File: src/rtl/mc_ctrl.sv
// Multicycle main controller for the MIPS-subset CPU: sequences fetch/decode/execute/memory/writeback.
// Optional build macro MC_CTRL_ILLEGAL_HALT_EN: an illegal instruction parks the FSM in HALT until reset.
module mc_ctrl (
    input  logic        clk,
    input  logic        rst,
    input  logic [31:0] instr,
    input  logic        zero,
    output logic        PCWr,
    output logic [2:0]  NpcSel,
    output logic        IRWr,
    output logic        RegWr,
    output logic [1:0]  RegDst,
    output logic        ALUSrc,
    output logic [1:0]  ALUOp,
    output logic [1:0]  ExtOp,
    output logic        MemWr,
    output logic [1:0]  MemToReg,
    output logic        insn_done,
    output logic        illegal
);

    // state   | meaning
    // FETCH   | load IR, PC <= pc+4
    // DECODE  | dispatch on opcode/funct
    // MEMADR  | compute rs + sext(imm)
    // MEMRD   | data memory read (lw)
    // MEMWB   | write loaded word to rt
    // MEMWR   | data memory write (sw)
    // REXE    | R-type addu/subu execute
    // RWB     | write ALU result to rd
    // IEXE    | ori/lui execute
    // IWB     | write ALU result to rt
    // BRANCH  | beq compare, PC <= target if zero
    // JUMP    | j/jal, jal also links to $31
    // JR      | PC <= rs
    // HALT    | illegal instruction trap (macro builds only)
    typedef enum logic [3:0] {
        S_FETCH,
        S_DECODE,
        S_MEMADR,
        S_MEMRD,
        S_MEMWB,
        S_MEMWR,
        S_REXE,
        S_RWB,
        S_IEXE,
        S_IWB,
        S_BRANCH,
        S_JUMP,
        S_JR
`ifdef MC_CTRL_ILLEGAL_HALT_EN
        ,
        S_HALT
`endif
    } state_t;

    localparam logic [5:0] OP_RTYPE = 6'b000000;
    localparam logic [5:0] OP_ORI   = 6'b001101;
    localparam logic [5:0] OP_LUI   = 6'b001111;
    localparam logic [5:0] OP_LW    = 6'b100011;
    localparam logic [5:0] OP_SW    = 6'b101011;
    localparam logic [5:0] OP_BEQ   = 6'b000100;
    localparam logic [5:0] OP_J     = 6'b000010;
    localparam logic [5:0] OP_JAL   = 6'b000011;
    localparam logic [5:0] FN_ADDU  = 6'b100001;
    localparam logic [5:0] FN_SUBU  = 6'b100011;
    localparam logic [5:0] FN_JR    = 6'b001000;

    state_t state, state_nxt;

    logic [5:0] op;
    logic [5:0] fn;
    logic       is_lw, is_sw, is_addu, is_subu, is_jr;
    logic       is_ori, is_lui, is_beq, is_j, is_jal;
    logic       is_legal;
    logic       unused_instr_bits;

    assign op = instr[31:26];
    assign fn = instr[5:0];

    assign is_lw   = (op == OP_LW);
    assign is_sw   = (op == OP_SW);
    assign is_addu = (op == OP_RTYPE) && (fn == FN_ADDU);
    assign is_subu = (op == OP_RTYPE) && (fn == FN_SUBU);
    assign is_jr   = (op == OP_RTYPE) && (fn == FN_JR);
    assign is_ori  = (op == OP_ORI);
    assign is_lui  = (op == OP_LUI);
    assign is_beq  = (op == OP_BEQ);
    assign is_j    = (op == OP_J);
    assign is_jal  = (op == OP_JAL);

    assign is_legal = is_lw | is_sw | is_addu | is_subu | is_jr |
                      is_ori | is_lui | is_beq | is_j | is_jal;

    // Register fields are consumed by the datapath, not by the controller.
    assign unused_instr_bits = ^instr[25:6];

    always_ff @(posedge clk) begin
        if (rst) begin
            state <= S_FETCH;
        end else begin
            state <= state_nxt;
        end
    end

    always_comb begin
        state_nxt = state;
        PCWr      = 1'b0;
        NpcSel    = 3'b000;
        IRWr      = 1'b0;
        RegWr     = 1'b0;
        RegDst    = 2'b00;
        ALUSrc    = 1'b0;
        ALUOp     = 2'b00;
        ExtOp     = 2'b00;
        MemWr     = 1'b0;
        MemToReg  = 2'b00;
        insn_done = 1'b0;
        illegal   = 1'b0;

        case (state)
            S_FETCH: begin
                IRWr      = 1'b1;
                PCWr      = 1'b1;
                NpcSel    = 3'b000;
                state_nxt = S_DECODE;
            end
            S_DECODE: begin
                if (is_lw || is_sw) begin
                    state_nxt = S_MEMADR;
                end else if (is_addu || is_subu) begin
                    state_nxt = S_REXE;
                end else if (is_jr) begin
                    state_nxt = S_JR;
                end else if (is_ori || is_lui) begin
                    state_nxt = S_IEXE;
                end else if (is_beq) begin
                    state_nxt = S_BRANCH;
                end else if (is_j || is_jal) begin
                    state_nxt = S_JUMP;
                end else begin
                    illegal = 1'b1;
`ifdef MC_CTRL_ILLEGAL_HALT_EN
                    state_nxt = S_HALT;
`else
                    state_nxt = S_FETCH;
`endif
                end
            end
            S_MEMADR: begin
                ALUSrc    = 1'b1;
                ExtOp     = 2'b01;
                ALUOp     = 2'b00;
                state_nxt = is_sw ? S_MEMWR : S_MEMRD;
            end
            S_MEMRD: begin
                ALUSrc    = 1'b1;
                ExtOp     = 2'b01;
                ALUOp     = 2'b00;
                state_nxt = S_MEMWB;
            end
            S_MEMWB: begin
                ALUSrc    = 1'b1;
                ExtOp     = 2'b01;
                ALUOp     = 2'b00;
                RegWr     = 1'b1;
                RegDst    = 2'b00;
                MemToReg  = 2'b01;
                insn_done = 1'b1;
                state_nxt = S_FETCH;
            end
            S_MEMWR: begin
                ALUSrc    = 1'b1;
                ExtOp     = 2'b01;
                ALUOp     = 2'b00;
                MemWr     = 1'b1;
                insn_done = 1'b1;
                state_nxt = S_FETCH;
            end
            S_REXE: begin
                ALUSrc    = 1'b0;
                ALUOp     = is_subu ? 2'b01 : 2'b00;
                state_nxt = S_RWB;
            end
            S_RWB: begin
                // ALU controls held so the result stays valid without an ALUOut register.
                ALUSrc    = 1'b0;
                ALUOp     = is_subu ? 2'b01 : 2'b00;
                RegWr     = 1'b1;
                RegDst    = 2'b01;
                MemToReg  = 2'b00;
                insn_done = 1'b1;
                state_nxt = S_FETCH;
            end
            S_IEXE: begin
                ALUSrc    = 1'b1;
                ALUOp     = 2'b10;
                ExtOp     = is_lui ? 2'b10 : 2'b00;
                state_nxt = S_IWB;
            end
            S_IWB: begin
                ALUSrc    = 1'b1;
                ALUOp     = 2'b10;
                ExtOp     = is_lui ? 2'b10 : 2'b00;
                RegWr     = 1'b1;
                RegDst    = 2'b00;
                MemToReg  = 2'b00;
                insn_done = 1'b1;
                state_nxt = S_FETCH;
            end
            S_BRANCH: begin
                ALUSrc    = 1'b0;
                ALUOp     = 2'b01;
                NpcSel    = 3'b001;
                PCWr      = zero;
                insn_done = 1'b1;
                state_nxt = S_FETCH;
            end
            S_JUMP: begin
                PCWr      = 1'b1;
                NpcSel    = 3'b010;
                insn_done = 1'b1;
                if (is_jal) begin
                    RegWr    = 1'b1;
                    RegDst   = 2'b10;
                    MemToReg = 2'b10;
                end
                state_nxt = S_FETCH;
            end
            S_JR: begin
                // rs | $0 passes rs through the ALU to the PC mux.
                ALUSrc    = 1'b0;
                ALUOp     = 2'b10;
                PCWr      = 1'b1;
                NpcSel    = 3'b011;
                insn_done = 1'b1;
                state_nxt = S_FETCH;
            end
`ifdef MC_CTRL_ILLEGAL_HALT_EN
            S_HALT: begin
                illegal   = 1'b1;
                state_nxt = S_HALT;
            end
`endif
            default: begin
                state_nxt = S_FETCH;
            end
        endcase

        // No PC, IR, register or memory write may leak out while in reset.
        if (rst) begin
            PCWr      = 1'b0;
            NpcSel    = 3'b000;
            IRWr      = 1'b0;
            RegWr     = 1'b0;
            RegDst    = 2'b00;
            ALUSrc    = 1'b0;
            ALUOp     = 2'b00;
            ExtOp     = 2'b00;
            MemWr     = 1'b0;
            MemToReg  = 2'b00;
            insn_done = 1'b0;
            illegal   = 1'b0;
        end
    end

endmodule
File: config.mk
export PLATFORM = sky130hd
export DESIGN_NAME = mc_ctrl
export DESIGN_NICKNAME = d
export VERILOG_FILES = /design/src/rtl/mc_ctrl.sv
export SDC_FILE = /design/constraint.sdc
export NUM_CORES = 1
export LEC_CHECK = 0
export BUFFER_PORTS_ARGS = -buffer_cell sky130_fd_sc_hd__clkbuf_2
export CAP_MARGIN = 5
export CORE_MARGIN = 8
export CORE_UTILIZATION = 40
export CTS_CLUSTER_SIZE = 14
export DETAILED_ROUTE_END_ITERATION = 7
export PLACE_DENSITY_LB_ADDON = 0.05
export RECOVER_POWER = 25
export SLEW_MARGIN = 40
export SYNTH_ARGS = -nofsm -noshare
export SYNTH_HDL_FRONTEND = slang
export SYNTH_SLANG_ARGS = --single-unit
File: constraint.sdc
create_clock -name clk -period 1.5 [get_ports clk]
set_input_delay 0 -clock clk [delete_from_list [all_inputs] [get_ports clk]]
set_output_delay 0 -clock clk [all_outputs]
set_load 0.1 [all_outputs]
# After elaboration in Yosys (flattened, before gate mapping)
# Cells that the tools add are included.
# word_totals
output_inout_bits	18
ff_bits	4
# classes
muxes	42
n_eq_ne	22
reduce_logical	17
# op_table
cell	count
== test 6 bit, second input constant	4
2-to-1 mux 4 bit	6
case mux 4 bit (6 select lines)	1
== test 4 bit, second input constant	5
2-to-1 mux 1 bit	20
== test 6 x 4 -> 1 bit, second input constant	3
== test 4 x 3 -> 1 bit, second input constant	4
== test 6 x 2 -> 1 bit, second input constant	2
2-to-1 mux 2 bit	6
case mux 2 bit (2 select lines)	3
case mux 2 bit (3 select lines)	2
OR reduction 3 bit	3
== test 4 x 2 -> 1 bit, second input constant	2
OR reduction 7 bit	1
== test 6 x 3 -> 1 bit, second input constant	1
logical NOT 6 bit	1
2-to-1 mux 3 bit	2
OR reduction 6 bit	1
== test 4 x 1 -> 1 bit, second input constant	1
logical NOT 4 bit	1
logical OR 1 bit	4
case mux 1 bit (2 select lines)	2
OR reduction 2 bit	2
OR reduction 4 bit	1
logical AND 1 bit	3

# Logic depth before layout (Yosys ltp)
# logic_depth
word_depth	10
mapped_depth	6
ltp_nobuf	5

# Worst setup path after synthesis
# No wires, ideal clock.
# synth_timing
path_type	register to output
startpoint	register state[2]
endpoint	output port ExtOp[1]
n_path_buf	1
required_ns	1.500
t_arrival_ns	3.914
path_slack_ns	-2.414
path_stages_with_launch	5
cell_sequence	dfxtp_1 > buf_6 > nand2b_4 > or3_2 > nor4_1
# synth_between
elab_chain_cells	4
elab_cells_between_ends	10
classes_between	eq/ne: 6; mux: 2; reduce/logical: 2
# synth_lines
item	line	text
from (decl)	69	state_t state, state_nxt;
from (signal assigned)	102	state <= state_nxt;
== test 4 x 2 -> 1 bit, or another cell as far along	121	case (state)
OR reduction 4 bit (no line) / OR reduction 2 bit (equally long branches)	-	
case mux 2 bit (2 select lines) (*)	121	
2-to-1 mux 2 bit (*)	251	if (rst) begin
to (decl)	15	output logic [1:0] ExtOp,
# Mark *: on every way between the ends. The rest lies on a longest branch, timed or not.

# Worst setup path in the final report
# layout_timing
startpoint	register state[3]
endpoint	output port illegal
# layout_between
elab_chain_cells	3
# layout_lines
item	line	text
== test 4 x 1 -> 1 bit	121	
2-to-1 mux 1 bit	121	
2-to-1 mux 1 bit	251	
to (decl)	19	output logic illegal
# Every way passes these cells.

==> results.md <==
* Worst setup margin at -0.1584 ns
* Via Count at 868
* Input/output buffers at 31
* Clk root buf: clkbuf_4
* Design area at 0.001435 mm2
* Regs by FF count: state x4
* Worst-path clk slew at 0.04 ns
* Largest net degree at the start of global routing at 14
* # IOs at 53
* Power Density at 358.0 mW/mm2
* Placer's final routability congestion estimate at 0.8146
* Area Overhead vs Synth at 101.6%
* Number of cells on the worst reg-to-reg path at 4
* Remaining antenna violation count at 0
* Hold Crit Class: input port to register
* Mapped Nets at 134
* TritonRoute pass-1 iters at 4
* Worst reg2reg path endpoint: state[1]
* Dominant cell type by area after synthesis: dfxtp_1
* YS warnings at 0
* Clock Latency Late Sink at 0.23 ns
* Min Tclk post-route at 1.658 ns
* Max reg flops at 4
* Hold-fix buffers, CTS at 0
* Final Hold Fails at 0
* Register bit total from synthesis at 4
* Num rows at 15
* FILL cells at 100
* Initial antenna violation count at 0
* Routed WL at 2.329 mm
* Initial DRC count at 10
* Cell count after placement at 160
* Least-Margin Pin Slew at 0.5603 ns
* WS Path Type: register to output port
* Seq/Total Area, Yosys at 11.25%
* Chip height at 58.19 um
* Vias in the first global route at 898
* Flop2flop setup slack at 0.17 ns
* Relative slew slack at 62.53%
* Nets at 177
* Die area at 0.003386 mm2
* Vias per Instance at 5.261
* CP arrival at 1.66 ns
* Worst slack, placed at 0.04787 ns
* Total grt overflow at 0
* Setup violations, final at 6
* Top cell type's share of synthesized area at 11.25%
* CP startpoint kind: register
* Reg2Reg Launch Point: state[1]
* Status: complete, but fails checks
* Post-layout util at 84.03%
* Crit path from: state[3]
* Initial core utilization at 41.68%
* Synth unique cells at 46
* Fin Hold WS at 0.08982 ns
* Post-Synthesis Cells at 99
* Wire per inst at 14.12 um
* DR DRC count at 0
* Die W at 58.19 um
* Violated checks: negative setup slack
* CTS buffer count at 3
* Max-cap violations at 0
* Leading post-synthesis cells by cell area: dfxtp_1 (11%), nor2_1 (6.3%), nor3_1 (5.6%)
* Hpwl dp at 1.909 mm
* Syn_area_per_cell at 7.191 um2
* RSZ-0062 raised after global routing: true
* CTS max path bufs at 2
* Global-route wire length before repair at 3.926 mm
* Total Power at 0.5138 mW
* Worst-path maximum fanout at 9
* Post-Layout Cell Count at 165
* Biggest register: state
* Leakage power total at 0.5245 nW
* Htree depth at 1
* CTS sink cnt at 4
* Crit. End Element: output port
* CTS tree: built
* Critical Path End: illegal
* Peak supply drop at 0.6130 mV
* Area of the mapped netlist at 711.9 um2
* Global Route Usage Sum at 13.85%
* # diodes at 0
* Fin Clk Skew at 0.003344 ns
* Final TNS setup at -0.4342 ns
* Max Slew Vio Count at 0
* Share of cells above drive strength 1 at 65.00%
* Fin crit share at 110.6%
* Core ar. at 0.001708 mm2
* Data required time of the critical path at 1.50 ns
* Placement-stage cell area at 0.001328 mm2
* Max Clk Rate at 0.6030 GHz
## critical path: stages, from the launching register on
cell and delay, ns:
dfxtp_2 0.33, buf_6 0.14, nor2_4 0.12, nand2_2 0.06
or3_4 0.36, nor3_4 0.22, buf_12 0.20
## placed cells by master, fill, tap and decap left out, types with 3 or more instances in the layout
| master | synthesis | routed |
|---|---|---|
| buf_12 | 0 | 17 |
| clkbuf_2 | 0 | 14 |
| buf_4 | 3 | 11 |
| nor2_1 | 12 | 6 |
| nand2b_1 | 6 | 5 |
| nor3_4 | 0 | 4 |
| nor3_1 | 8 | 4 |
| nand3_1 | 4 | 4 |
| nand2_1 | 6 | 4 |
| nor2_4 | 0 | 4 |
| clkbuf_4 | 0 | 4 |
| buf_6 | 3 | 4 |
| nor2_2 | 1 | 3 |
| nand3b_1 | 3 | 3 |
| nand2_2 | 1 | 3 |
| a21oi_1 | 5 | 3 |
| dfxtp_2 | 0 | 3 |
## worst min-delay path by stage
stage                     startpoint       end  slack, ns  cells past startpoint
after CTS                   instr[4]  state[2]       0.09                      4
after global placement      instr[4]  state[2]       0.33                      4
after detailed placement    instr[4]  state[2]       0.34                      4
final                       instr[4]  state[2]       0.09                      4
after floorplan            instr[31]  ExtOp[1]       0.11                      1
after global routing        instr[4]  state[2]       0.12                      4
## layer usage
layer / vias to the layer above / GRT usage (%) / wire (um)
met1: 403 / 15.38 / 968
li1: 444 / - / -
met5: - / 0 / 0
met2: 21 / 26.59 / 1246
met3: 0 / 2.649 / 115
met4: 0 / 2.098 / 0
## power breakdown
part           switching [mW]  internal, mW
registers             0.00424         0.109
clock network          0.0377        0.0891
logic                   0.170         0.104
## Yosys cell counts (all sizes together)
cell	instances
nor2	13
buf	8
nor3	8
nand2	7
nand2b	7
a21oi	6
dfxtp	4
nand3	4
nand3b	3
nor2b	3
nor4	3
o21ai	3
a211oi	2
a22oi	2
and2	2
or2	2
or3	2
a211o	1
a21o	1
a31oi	1
and2b	1
and3	1
and3b	1
clkbuf	1
conb	1
mux2i	1
nand4	1
nand4b	1
nor4b	1
o211ai	1
o21a	1
o21bai	1
o22ai	1
o32ai	1
o41ai	1
or4b	1
xnor2	1
## layout make-up
| type | count | area, um2 | area share (%) |
|---|---|---|---|
| multi-input cells | 86 | 748.2 | 52.14 |
| repair buffers | 47 | 545.5 | 38.01 |
| flip-flops and latches | 4 | 87.58 | 6.103 |
| well taps | 25 | 31.28 | 2.180 |
| clock buffers | 3 | 22.52 | 1.569 |
## cell families after synthesis
group | after synthesis | synth area share (%)
simple gates | 61 | 55.01
compound gates | 22 | 20.74
buf+inv | 9 | 9.841
flops | 4 | 11.25
xor+xnor | 1 | 1.230
mux | 1 | 1.406
other cells | 1 | 0.5267
## timing repair
| item | CTS | global route |
|---|---|---|
| buffers inserted | 0 | 2 |
| setup endpoints to repair | 7 | 9 |
| gates resized for setup | 12 | 9 |
| pin swaps | 2 | 5 |
| gates cloned | 0 | 0 |
Power figures use the tool's default switching activity.
